### src/rtl/tlc_multi.sv
// N-phase traffic light controller: demand-driven phase selection, green gap-out,
// tick-enabled timers and a night flashing mode. All outputs are registered.
module tlc_multi #(
  parameter int N_PHASE     = 2,
  parameter int CNT_W       = 5,
  parameter int T_GREEN     = 16,
  parameter int T_GREEN_MIN = 6,
  parameter int T_YELLOW    = 4,
  parameter int T_ALLRED    = 4,
  parameter int T_FLASH     = 2
) (
  input  logic                   clk,
  input  logic                   rst,
  input  logic                   tick,
  input  logic [N_PHASE-1:0]     req,
  input  logic                   night,
  output logic [3*N_PHASE-1:0]   lights,
  output logic [2:0]             phase,
  output logic                   flash
);

  typedef enum logic [1:0] {GREEN, YELLOW, ALLRED, FLASH} state_t;

  localparam logic [N_PHASE-1:0] ONE      = N_PHASE'(1);
  localparam logic [2:0]         LAST     = 3'(N_PHASE - 1);
  localparam logic [CNT_W-1:0]   G_END    = CNT_W'(T_GREEN - 1);
  localparam logic [CNT_W-1:0]   GMIN_END = CNT_W'(T_GREEN_MIN - 1);
  localparam logic [CNT_W-1:0]   Y_END    = CNT_W'(T_YELLOW - 1);
  localparam logic [CNT_W-1:0]   A_END    = CNT_W'(T_ALLRED - 1);
  localparam logic [CNT_W-1:0]   F_END    = CNT_W'(T_FLASH - 1);

  state_t               state, state_n;
  logic [2:0]           cur, cur_n, nxt;
  logic [CNT_W-1:0]     cnt, cnt_n;
  logic                 lamp_on, lamp_on_n;
  logic [N_PHASE-1:0]   cur_oh;
  logic                 cur_req, other_req, found;
  logic [3*N_PHASE-1:0] lights_n;

  // Next served phase: first requesting index after cur (cur itself last),
  // falling back to cur+1 when nothing is requested.
  always_comb begin
    cur_oh    = ONE << cur;
    cur_req   = |(req & cur_oh);
    other_req = |(req & ~cur_oh);
    nxt       = 3'((32'(cur) + 32'd1) % 32'(N_PHASE));
    found     = 1'b0;
    for (int unsigned k = 1; k <= 32'(N_PHASE); k++) begin
      if (!found && |(req & (ONE << ((32'(cur) + k) % 32'(N_PHASE))))) begin
        nxt   = 3'((32'(cur) + k) % 32'(N_PHASE));
        found = 1'b1;
      end
    end
  end

  always_comb begin
    state_n   = state;
    cur_n     = cur;
    cnt_n     = cnt;
    lamp_on_n = lamp_on;
    if (tick) begin
      cnt_n = cnt + 1'b1;
      case (state)
        GREEN: begin
          if (cnt == G_END || (cnt >= GMIN_END && !cur_req && other_req)) begin
            state_n = YELLOW;
            cnt_n   = '0;
          end
        end
        YELLOW: begin
          if (cnt == Y_END) begin
            state_n = ALLRED;
            cnt_n   = '0;
          end
        end
        ALLRED: begin
          if (cnt == A_END) begin
            cnt_n = '0;
            if (night) begin
              state_n   = FLASH;
              cur_n     = '0;
              lamp_on_n = 1'b1;
            end else begin
              state_n = GREEN;
              cur_n   = nxt;
            end
          end
        end
        FLASH: begin
          if (cnt == F_END) begin
            cnt_n = '0;
            if (lamp_on) begin
              lamp_on_n = 1'b0;
            end else if (night) begin
              lamp_on_n = 1'b1;
            end else begin
              state_n = ALLRED;
              cur_n   = LAST;
            end
          end
        end
        default: ;
      endcase
    end
  end

  // Lamps are decoded from the next state so they change on the same edge.
  always_comb begin
    lights_n = '0;
    for (int unsigned i = 0; i < 32'(N_PHASE); i++) begin
      if (state_n == FLASH)
        lights_n[3*i +: 3] = lamp_on_n ? ((i == 0) ? 3'b010 : 3'b100) : 3'b000;
      else if (state_n == GREEN && cur_n == 3'(i))
        lights_n[3*i +: 3] = 3'b001;
      else if (state_n == YELLOW && cur_n == 3'(i))
        lights_n[3*i +: 3] = 3'b010;
      else
        lights_n[3*i +: 3] = 3'b100;
    end
  end

  always_ff @(posedge clk or posedge rst) begin
    if (rst) begin
      state   <= ALLRED;
      cur     <= LAST;
      cnt     <= '0;
      lamp_on <= 1'b0;
      lights  <= {N_PHASE{3'b100}};
      phase   <= LAST;
      flash   <= 1'b0;
    end else begin
      state   <= state_n;
      cur     <= cur_n;
      cnt     <= cnt_n;
      lamp_on <= lamp_on_n;
      lights  <= lights_n;
      phase   <= cur_n;
      flash   <= (state_n == FLASH);
    end
  end

endmodule

### config.mk
export PLATFORM = sky130hd
export DESIGN_NAME = tlc_multi
export DESIGN_NICKNAME = d
export VERILOG_FILES = /design/src/rtl/tlc_multi.sv
export SDC_FILE = /design/constraint.sdc
export NUM_CORES = 1
export LEC_CHECK = 0
export BUFFER_PORTS_ARGS = -buffer_cell sky130_fd_sc_hd__buf_2
export CAP_MARGIN = 10
export CORE_MARGIN = 5
export CORE_UTILIZATION = 30
export DETAILED_ROUTE_END_ITERATION = 12
export PLACE_DENSITY = 0.53
export SLEW_MARGIN = 40
export SYNTH_ARGS = -nofsm -noshare
export SYNTH_HDL_FRONTEND = slang
export SYNTH_SLANG_ARGS = --single-unit
### constraint.sdc
create_clock -name clk -period 3.22 [get_ports clk]
set_clock_uncertainty 0.05 [all_clocks]
set_input_delay 0.161 -clock clk [delete_from_list [all_inputs] [get_ports clk]]
set_output_delay 0.161 -clock clk [all_outputs]
set_load 0.01 [all_outputs]
Word-level counts from Yosys, hierarchy flattened
Index checks and enable logic that the tools add are counted.
{ "totals": {"regBits": 18, "latchBits": 0, "mem_bits_rw": 0, "romBits": 0, "in_bits": 6, "out_inout_bits": 10, "memories": 0} }
{ "classes": {"addsub": 3, "n_mul": 0, "n_div": 0, "magnitude_cmp": 1, "n_eq_ne": 9, "shift": 3, "mux": 37, "n_bitwise": 5, "n_reduce_logical": 18} }
{ "ops": {"columns": ["op", "n"], "rows": [
  ["$mux 3", 13],
  ["$mux 2", 9],
  ["$mux 5", 3],
  ["$pmux 5 s3", 1],
  ["$reduce_or 2->1", 5],
  ["$and 2x2->2", 4],
  ["$mux 1", 8],
  ["$pmux 2 s4", 1],
  ["$logic_and 1x1->1", 7],
  ["$eq 2x2->1 const B", 3],
  ["$pmux 3 s2", 1],
  ["$add 5x1->5 const B", 1],
  ["$eq 5x1->1 const B", 1],
  ["$eq 5x2->1 const B", 1],
  ["$eq 5x4->1 const B", 1],
  ["$ge 5x3->1 const B", 1],
  ["$eq 2x1->1 const B", 2],
  ["$logic_not 2->1", 2],
  ["$shl 1x1->2 const A", 2],
  ["$eq 3x1->1 const B", 1],
  ["$logic_not 3->1", 1],
  ["$shl 1x3->2 const A", 1],
  ["$add 1x1->1 const B", 2],
  ["$logic_not 1->1", 2],
  ["3 further kinds", 3]
]} }

Logic depth before layout (Yosys ltp)
Gate-level depths: netlist of run 1.
{ "depth": {"ltp_word": 17, "mapped_depth": 9, "mapped_depth_nobuf": 9} }

Least setup slack after synthesis of run 1
No wires, ideal clock.
{ "synth_timing": {"path_kind": "flip-flop to flip-flop", "startpoint": "register cnt[1]", "endpoint": "register lights[2]", "arrival_time_ps": 2202, "required_time_ps": 3093, "slack_ps": 891, "path_stages_with_launch": 9, "path_cell_list": "dfrtp_1 > inv_1 > ha_1 > or4b_4 > o31a_1 > a211o_1 > o21a_1 > or3_4 > nor2b_4"} }
{ "synth_between": {"elab_chain_len": 12, "word_cells_on_any_way": 26, "cone_classes": "order compare (1); eq/ne (5); mux (13); reduce/logical (7)"} }
{ "synth_rtl": {"columns": ["item", "line_no", "text"], "rows": [
  ["from (decl)", "34", "logic [CNT_W-1:0] cnt, cnt_n;"],
  ["from (signal assigned)", "134", "cnt <= cnt_n;"],
  ["$ge 5x3->1", "65", "if (cnt == G_END || (cnt >= GMIN_END && !cur_req && other_req)) begin"],
  ["$logic_and 1x1->1 (2 in series)", "65", null],
  ["$logic_or 1x1->1", "65", null],
  ["$mux 2", "65", null],
  ["$pmux 2 s4", "63", "case (state)"],
  ["$mux 2", "61", "if (tick) begin"],
  ["$eq 2x1->1", "115", "else if (state_n == YELLOW && cur_n == 3'(i))"],
  ["$logic_and 1x1->1", "115", null],
  ["$mux 3", "115", null],
  ["$mux 3", "113", "else if (state_n == GREEN && cur_n == 3'(i))"],
  ["$mux 3 (*)", "111", "if (state_n == FLASH)"],
  ["net lights_n[2]", "38", "logic [3*N_PHASE-1:0] lights_n;"],
  ["to (signal assigned)", "128", "lights <= {N_PHASE{3'b100}};"],
  ["to (signal assigned)", "136", "lights <= lights_n;"],
  ["to (decl)", "17", "output logic [3*N_PHASE-1:0] lights,"]
]} }
The timed path passes the listed nets; every way through them passes the cells marked *.
A chain may end at the register's enable or synchronous reset.

Worst setup path after layout of run 1
{ "layout_timing": {"startpoint": "register cnt[0]", "endpoint": "register lights[3]"} }
{ "layout_between": {"elab_chain_len": 11, "word_cells_on_any_way": 23, "cone_classes": "order compare (1); eq/ne (5); mux (12); reduce/logical (5)"} }
{ "layout_rtl": {"columns": ["item", "line_no", "text"], "rows": [
  ["$ge 5x3->1", "65", null],
  ["$logic_and 1x1->1 (2 in series)", "65", null],
  ["$logic_or 1x1->1", "65", null],
  ["$mux 2", "65", null],
  ["$pmux 2 s4 (*)", "63", null],
  ["$mux 2 (*)", "61", null],
  ["net state_n[0]", "32", "state_t state, state_n;"],
  ["$logic_not 2->1", "113", null],
  ["$logic_and 1x1->1", "113", null],
  ["$mux 3", "113", null],
  ["$mux 3 (*)", "111", null],
  ["net lights_n[3]", "38", null]
]} }
Marked as above.

==> results of run 1 <==
[through the flow]
stage               power [mW]  cells
floorplan                0.807    110
global placement         0.938    171
global route              1.24    176
finish                    1.14    176
detailed placement       0.943    171
CTS                       1.15    176
[cells by family after synthesis]
family | Yosys count | share of synthesized area, %
buf+inv | 10 | 3.35
flops | 18 | 40.6
simple gates | 40 | 23.2
compound gates | 33 | 23.2
fa+ha+maj | 7 | 7.81
mux | 2 | 1.79
[power groups by stage]
stage          clock network (mW)  logic (mW)  registers, mW
6_report                    0.196       0.549          0.394
2_1_floorplan                   0       0.410          0.397
5_1_grt                     0.209       0.622          0.408
3_5_place_dp                    0       0.544          0.398
4_1_cts                     0.201       0.553          0.394
3_3_place_gp                    0       0.543          0.395
[state kept, by name (all words and copies together) (netlist names)]
signal and count:
lights 6, cur 3, lamp_on 1, cnt 5, flash 1, state 2
[cell type report]
cell class,instances,share of cell area (%)
Clock buffer,4,4.19
Timing Repair Buffer,16,6.48
Inverter,8,2.29
Sequential cell,18,34.7
Tap cell,48,4.57
Multi-Input combinational cell,82,47.8
[worst paths after layout]
kind	start	slack, ns	to
worst min register to register	cur[1]	0.50	cur[1]
worst min-delay path	tick	0.24	cnt[4]
worst max register to register	cnt[0]	0.63	lights[3]
worst max-delay path	cnt[0]	0.63	lights[3]
min in group asynchronous	rst	0.39	cnt[2]
max in group asynchronous	rst	2.38	cur[0]
[critical path: cells and delay by family (launching register included)]
family | cells | cell delay [ns]
adder cells (fa/ha/maj) | 1 | 0.25
AND/OR/NAND/NOR | 4 | 1.27
flip-flops | 1 | 0.43
AO/OA/AOI/OAI | 2 | 0.53
[cells in the mapped netlist (all sizes together) (2+ instances only)]
cell	count
a21oi	3
a22oi	2
a32oi	2
and2	3
and3	3
clkbuf	2
dfrtp	14
dfstp	4
ha	7
inv	8
mux2i	2
nand2	7
nand2b	3
nand3	2
nor2	6
nor2b	3
o21a	2
o21ai	6
o22ai	3
o2bb2ai	2
o31ai	3
or3	2
or4b	3
[routing by layer]
| layer | part of all wire [%] | track usage (%) | wire length [µm] |
|---|---|---|---|
| met1 | 47 | 14.4 | 1190 |
| met2 | 47 | 17.6 | 1200 |
| met3 | 2.7 | 1.70 | 69 |
| met4 | 2.5 | 6.26 | 63 |
| met5 | 0 | 0 | 0 |
==> reports/summary.log, run 1 <==
INFO  cts            clock-sinks=18
INFO  cts            cts_repair_resize_count=0
INFO  worst_setup_path critPathArrivalTime=2.74ns
INFO  die            floorplan.initialDensity=30.9%
INFO  synthesis      synth.avg_cell_area=10.2µm²
INFO  timing         timing.setup.tns=0ns
INFO  flow_run       maxCapViolCount=0
INFO  timing         slew_headroom=56.5%
INFO  synthesis      synth.distinct_cells=46
INFO  grt            grt_usage=11.1%
INFO  die            core_region_area=3630µm²
INFO  power_and_ir_drop power_frac_seq=34.6%
INFO  timing         final_hold_viol_count=0
INFO  hold_path      timing.hold.worst.class=in -> reg
INFO  timing         max_clock_freq=385MHz
INFO  synthesis      netlist_instances=110
INFO  layout         final.fill_count=395
INFO  layout         area_delta_synth_final=17.2%
INFO  synthesis      synth-seq-area-share=40.6%
INFO  synthesis      ys_async_sr_fraction=100%
INFO  timing         drv_slew=0
INFO  cts            number_of_buffers_created_by_cts=3
INFO  power_and_ir_drop p_clk_share=17.2%
INFO  drt            detail_route.drc_violations=0
INFO  cts            hold_fix_buffer_count_after_cts=1
INFO  synthesis      syn-num-nets=123
INFO  place          placement.setup.worst_slack=0.690ns
INFO  die            floorplan.die.width=71.1µm
INFO  layout         final_util=36.2%
INFO  worst_setup_path cp_data_required_time=3.36ns
INFO  grt            pin_count_of_the_biggest_net_entering_global_routing=19
INFO  worst_setup_path critical_path_cell_by_cell=ha_1 > nor4b_2 > or2b_1 > a2111oi_2 > a221oi_2 > or3_1 > nor2b_1
INFO  cts            worst_skew_pair.late_latency=0.26ns
INFO  worst_setup_path r2r_cells=7
INFO  die            floorplan.die.height=71.1µm
INFO  hold_path      min_delay_path_depth=3
INFO  grt            grt_antenna_before_repair=0
INFO  layout         most_common_cell_after_layout_fill_and_taps_aside=buf_2
INFO  cts            tritoncts_clock_tree=done
INFO  grt            first_global_vias=881
INFO  synthesis      synth_seq_cells=18
INFO  drt            detail_route.vias_per_cell=5.02
INFO  run_status     run_status=finished clean
INFO  worst_setup_path timing.setup.critical_path_class=reg -> reg
INFO  synthesis      synth_largest_type_area_fraction=31.3%
INFO  power_and_ir_drop p_sw_share=40.9%
INFO  layout         multi_input_comb_area=628µm²
INFO  cts            htreeDepth=1
INFO  worst_setup_path worst_path_largest_cell_delay=0.47ns
INFO  cts            cts_root_buffer=clkbuf_8
INFO  layout         nNetsFinal=142
INFO  synthesis      yosys_most_used_dff=dfrtp_1
INFO  drt            ant_nets=0
INFO  timing         fin_crit_sh=80.6%
INFO  drt            detailedRoute.firstIterationViolations=73
INFO  cts            clock_tree.buffer_depth=2
INFO  drt            dr_total_vias=884
INFO  die            placement_rows=22
INFO  layout         layout-drive-gt1-share=25.8%
INFO  place          placement.io_buffers=15
INFO  power_and_ir_drop power-per-cell-area=867nW/µm²
INFO  layout         regArea=455µm²
INFO  synthesis      synth_largest_area_cell=dfrtp_1
INFO  cts            clk_pin_slew_worst_paths=0.08ns
INFO  drt            detail_route.wl_per_cell=14.4µm
INFO  worst_setup_path critical_path.slowest_cell=nor4b_2
INFO  drt            drtPass1Iterations=4
INFO  drt            finalWirelength=2.53mm
INFO  die            die_area=5060µm²
INFO  layout         antenna_cells=0
INFO  timing         post-route-min-period=2.59ns
INFO  place          placed_instance_area=1250µm²
INFO  grt            global_route_wire_length_before_repair=4.33mm
INFO  timing         tightest_slew=0.649ns
INFO  worst_setup_path worstSetupEndpointType=register
INFO  die            io-pin-count=16
INFO  timing         finalSetupViolCount=0
INFO  timing         holdWs=0.244ns
INFO  power_and_ir_drop pwr-share-comb=48.2%
INFO  timing         final_critical_path_setup_slack=0.625ns
INFO  synthesis      netlist_area_before_placement=1120µm²
INFO  power_and_ir_drop internal_power=673µW
INFO  layout         final_instance_area=1310µm²
INFO  place          place.detailed.hpwl=1.79mm
INFO  power_and_ir_drop leakage=0.579nW
INFO  cts            cts_setup_buffers=0
INFO  worst_setup_path critPathMaxFanout=6
INFO  synthesis      synth.area.top_cells=dfrtp_1, dfstp_2, ha_1
INFO  power_and_ir_drop worst_ir_drop_vdd=0.171mV
INFO  power_and_ir_drop switching_power=466µW
INFO  layout         layout.cells.most_common_list=buf_2, dfrtp_1, inv_1, nand2_1, ha_1
INFO  grt            overflow=0
INFO  synthesis      synth_edf_count=0
INFO  worst_setup_path cp-start-kind=register
INFO  timing         rsz0062_at_grt=false
INFO  place          globalplace.congestion=0.845
INFO  synthesis      synth-warning-count=0
Note: power is estimated with default switching activity, not from simulation.
==> run 2, diff against run 1 <==
--- a/config.mk
+++ b/config.mk
@@ -5,12 +5,13 @@
 export SDC_FILE = /design/constraint.sdc
 export NUM_CORES = 1
 export LEC_CHECK = 0
+export ABC_AREA = 1
 export BUFFER_PORTS_ARGS = -buffer_cell sky130_fd_sc_hd__buf_2
 export CAP_MARGIN = 10
 export CORE_MARGIN = 5
 export CORE_UTILIZATION = 30
 export DETAILED_ROUTE_END_ITERATION = 12
-export PLACE_DENSITY = 0.53
+export PLACE_DENSITY = 0.55
 export SLEW_MARGIN = 40
 export SYNTH_ARGS = -nofsm -noshare
 export SYNTH_HDL_FRONTEND = slang
==> constraint.sdc (replaced) <==
create_clock -name clk -period 2.1 [get_ports clk]
set_clock_uncertainty 0.05 [all_clocks]
set_input_delay 0.105 -clock clk [delete_from_list [all_inputs] [get_ports clk]]
set_output_delay 0.105 -clock clk [all_outputs]
set_load 0.01 [all_outputs]
==> run 2 against run 1 <==
- synthesized cell count is 43% higher
- sequential cell count stayed put
- via count is 11% higher
- synthesized area is 4.9% higher
- routed wire length is 3.1% lower
- clock power is 48% higher
- maximum frequency is 43% higher
- register-to-register slack worse by 0.33 ns
- core utilization is 0.75 points higher
- power is 64% higher
- highest routed layer unchanged
==> reports/summary.log, run 2 <==
INFO  run_status     run_status=finished clean
INFO  grt            pin_count_of_the_biggest_net_entering_global_routing=19 [unchanged]
INFO  drt            ant_nets=0 [unchanged]
INFO  worst_setup_path critPathMostFrequentCell=nand2_2
INFO  synthesis      synth_largest_type_area_fraction=29.8% [-1.5 points]
INFO  cts            number_of_buffers_created_by_cts=3 [unchanged]
INFO  power_and_ir_drop leakage=0.748nW [+29%]
INFO  worst_setup_path critical_path.slowest_cell=dfrtp_1
INFO  synthesis      synth.distinct_cells=25 [-46%]
INFO  synthesis      synth_seq_cells=18 [unchanged]
INFO  timing         max_clock_freq=553MHz [+43%]
INFO  worst_setup_path worstReg2RegEnd=lights[2]
INFO  synthesis      ys_async_sr_fraction=100% [unchanged]
INFO  timing         drv_slew=0 [unchanged]
INFO  flow_run       maxCapViolCount=0 [unchanged]
INFO  hold_path      timing.hold.worst.class=in -> reg
INFO  layout         max_flop_register=lights
INFO  cts            cts_root_buffer=clkbuf_8
INFO  timing         tightest_slew=0.689ns [+0.0398 ns]
INFO  timing         final_hold_viol_count=0 [unchanged]
INFO  die            floorplan.die.width=72.6µm [+2.1%]
INFO  die            die_area=5270µm² [+4.2%]
INFO  cts            clk_pin_slew_worst_paths=0.07ns [about the same]
INFO  worst_setup_path critical_path_cell_by_cell=inv_1 > ha_2 > or2_1 > nand2_2 > a21oi_2 > nand2_2 > nand2_2 > nand2_2 > inv_1 > nand3_1 > nor2_1 > nor2_1
INFO  layout         multi_input_comb_area=607µm² [-3.4%]
INFO  synthesis      synth-seq-area-share=38.7% [-1.9 points]
INFO  drt            detail_route.drc_violations=0 [unchanged]
INFO  drt            drtPass1Iterations=4 [unchanged]
INFO  worst_setup_path worst_r2r_start=state[0]
INFO  layout         area_delta_synth_final=16.6%
INFO  timing         rsz0062_at_grt=false
INFO  worst_setup_path critPathArrivalTime=1.95ns [-0.79 ns]
INFO  synthesis      syn-num-nets=170 [+38%]
INFO  layout         reg_top3=lights x6, cnt x5, cur x3
INFO  cts            clock-sinks=18 [unchanged]
INFO  layout         nNetsFinal=190 [+34%]
INFO  synthesis      synth_edf_count=0 [unchanged]
INFO  worst_setup_path cp-start-kind=register
INFO  cts            clock_tree.buffer_depth=2 [unchanged]
INFO  power_and_ir_drop power-per-cell-area=1360nW/µm² [+57%]
INFO  layout         max_reg_flops=6 [unchanged]
INFO  synthesis      synth.avg_cell_area=7.49µm² [-26%]
INFO  layout         layout.cells.most_common_list=nand2_1, inv_1, nor2_1
INFO  synthesis      netlist_area_before_placement=1180µm² [+4.9%]
INFO  cts            tritoncts_clock_tree=done
INFO  place          globalplace.congestion=0.832 [-1.5%]
INFO  layout         most_common_cell_after_layout_fill_and_taps_aside=nand2_1
INFO  worst_setup_path cp_data_required_time=2.25ns [-1.11 ns]
INFO  place          place.detailed.hpwl=1.93mm [+7.8%]
INFO  grt            grt_usage=10.6% [-0.49 points]
INFO  synthesis      netlist_instances=157 [+43%]
INFO  layout         layout-drive-gt1-share=24.4% [-1.3 points]
INFO  synthesis      synth_largest_area_cell=dfrtp_1
INFO  timing         fin_crit_sh=86.1% [+5.5 points]
INFO  worst_setup_path worst_path_largest_cell_delay=0.46ns [about the same]
INFO  grt            overflow=0 [unchanged]
INFO  timing         post-route-min-period=1.81ns [-0.786 ns]
INFO  die            core_region_area=3720µm² [+2.3%]
INFO  layout         final.fill_count=401 [+1.5%]
INFO  hold_path      hold_start=tick
INFO  power_and_ir_drop worst_ir_drop_vdd=0.523mV [+210%]
INFO  grt            grt_antenna_before_repair=0 [unchanged]
INFO  drt            finalWirelength=2.45mm [-3.1%]
INFO  synthesis      synth.area.top_cells=dfrtp_1, nand2_1, dfstp_2
INFO  hold_path      whs_endpoint=cur[0]
INFO  cts            htreeDepth=1 [unchanged]
INFO  place          placement.io_buffers=15 [unchanged]
INFO  synthesis      synth_most_common_cell=nand2_1
INFO  worst_setup_path worstSetupEndpointType=register
INFO  synthesis      synth-warning-count=0 [unchanged]
INFO  cts            worst_skew_pair.late_latency=0.26ns [about the same]
INFO  drt            dr_total_vias=985 [+11%]
INFO  worst_setup_path timing.setup.critical_path_class=reg -> reg
INFO  worst_setup_path timing.reg2reg.setup_slack=0.29ns [-0.33 ns]
INFO  die            placement_rows=22 [unchanged]
INFO  drt            detail_route.vias_per_cell=4.40 [-12%]
INFO  grt            global_route_wire_length_before_repair=4.51mm [+4.3%]
INFO  worst_setup_path r2r_cells=12 [+5]
INFO  timing         finalSetupViolCount=0 [unchanged]
INFO  die            io-pin-count=16 [unchanged]
INFO  worst_setup_path critPathMaxFanout=7 [+1]
INFO  layout         antenna_cells=0 [unchanged]
INFO  synthesis      yosys-top-cells-count=nand2_1, inv_1, nor2_1, dfrtp_1, nand3_1
INFO  grt            first_global_vias=1,028 [+17%]
INFO  die            floorplan.die.height=72.6µm [+2.1%]
INFO  timing         timing.setup.tns=0ns [unchanged]
INFO  timing         slew_headroom=54.0% [-2.4 points]
INFO  hold_path      min_delay_path_depth=3 [unchanged]
INFO  layout         regArea=455µm² [unchanged]
INFO  drt            detail_route.wl_per_cell=10.9µm [-24%]
INFO  drt            detailedRoute.firstIterationViolations=26 [-64%]
INFO  synthesis      yosys_most_used_dff=dfrtp_1
INFO  power_and_ir_drop total_power=1.87mW [+64%]
INFO  die            floorplan.initialDensity=31.6% [+0.80 points]
INFO  timing         holdWs=0.165ns [-0.0794 ns]
==> run 2: what timing repair did <==
action                                  in CTS  in global routing
endpoints found under the setup margin       0                  3
resized for setup                            0                  1
hold buffers                                 1                  0
endpoints found under the hold margin       14                  0
buffers inserted                             0                  0
==> run 2: through the flow <==
| stage | area (µm²) | setup slack (ns) | instances | utilization [%] |
|---|---|---|---|---|
| finish | 1370 | 0.291 | 224 | 36.9 |
| global placement | 1300 | 0.190 | 219 | 35.1 |
| global route | 1370 | 0.0378 | 224 | 36.9 |
| detailed placement | 1300 | 0.218 | 219 | 35.1 |
| CTS | 1370 | 0.198 | 224 | 36.8 |
| floorplan | 1180 | 0.413 | 157 | - |
==> run 2: layout make-up <==
class,count,area share [%]
multi-input cells,109,44.3
flip-flops and latches,18,33.2
inverters,29,7.94
repair buffers,16,6.20
well taps,48,4.38
clock buffers,4,4.01
==> run 2: power breakdown <==
part	switching (mW)	leakage, nW	total (mW)	internal [mW]
Clock	0.124	0.0288	0.291	0.167
Sequential	0.0926	0.227	0.590	0.497
Combinational	0.624	0.493	0.988	0.364
==> run 2: cells by family after synthesis <==
family,synth area share [%]
AO/OA/AOI/OAI,8.30
XOR/XNOR,0.745
adder cells (fa/ha/maj),7.45
buffers and inverters,9.89
flip-flops,38.7
AND/OR/NAND/NOR,34.9
==> run 2: worst max-delay path, delay by kind of cell (launching register included) <==
kind | cells | cell delay, ns
and+or+nand+nor | 8 | 0.81
DFF | 1 | 0.46
adders and majority gates | 1 | 0.24
buffers and inverters | 2 | 0.13
AOI/OAI and AO/OA | 1 | 0.04
==> run 2: worst max path at each step <==
stage	depth (start not counted)	end	from
floorplan	12	lights[2]	state[0]
global placement	12	lights[2]	state[0]
detailed placement	12	lights[2]	state[0]
CTS	12	lights[2]	state[0]
global route	11	cnt[4]	cnt[0]
finish	12	lights[2]	state[0]
==> run 2: metal layers <==
metal	GRT usage, %	share of wire, %	vias up
li1	-	-	527
met1	14.5	50	436
met2	16.1	44	17
met3	2.62	4.3	5
met4	4.30	1.6	0
met5	0	0	-
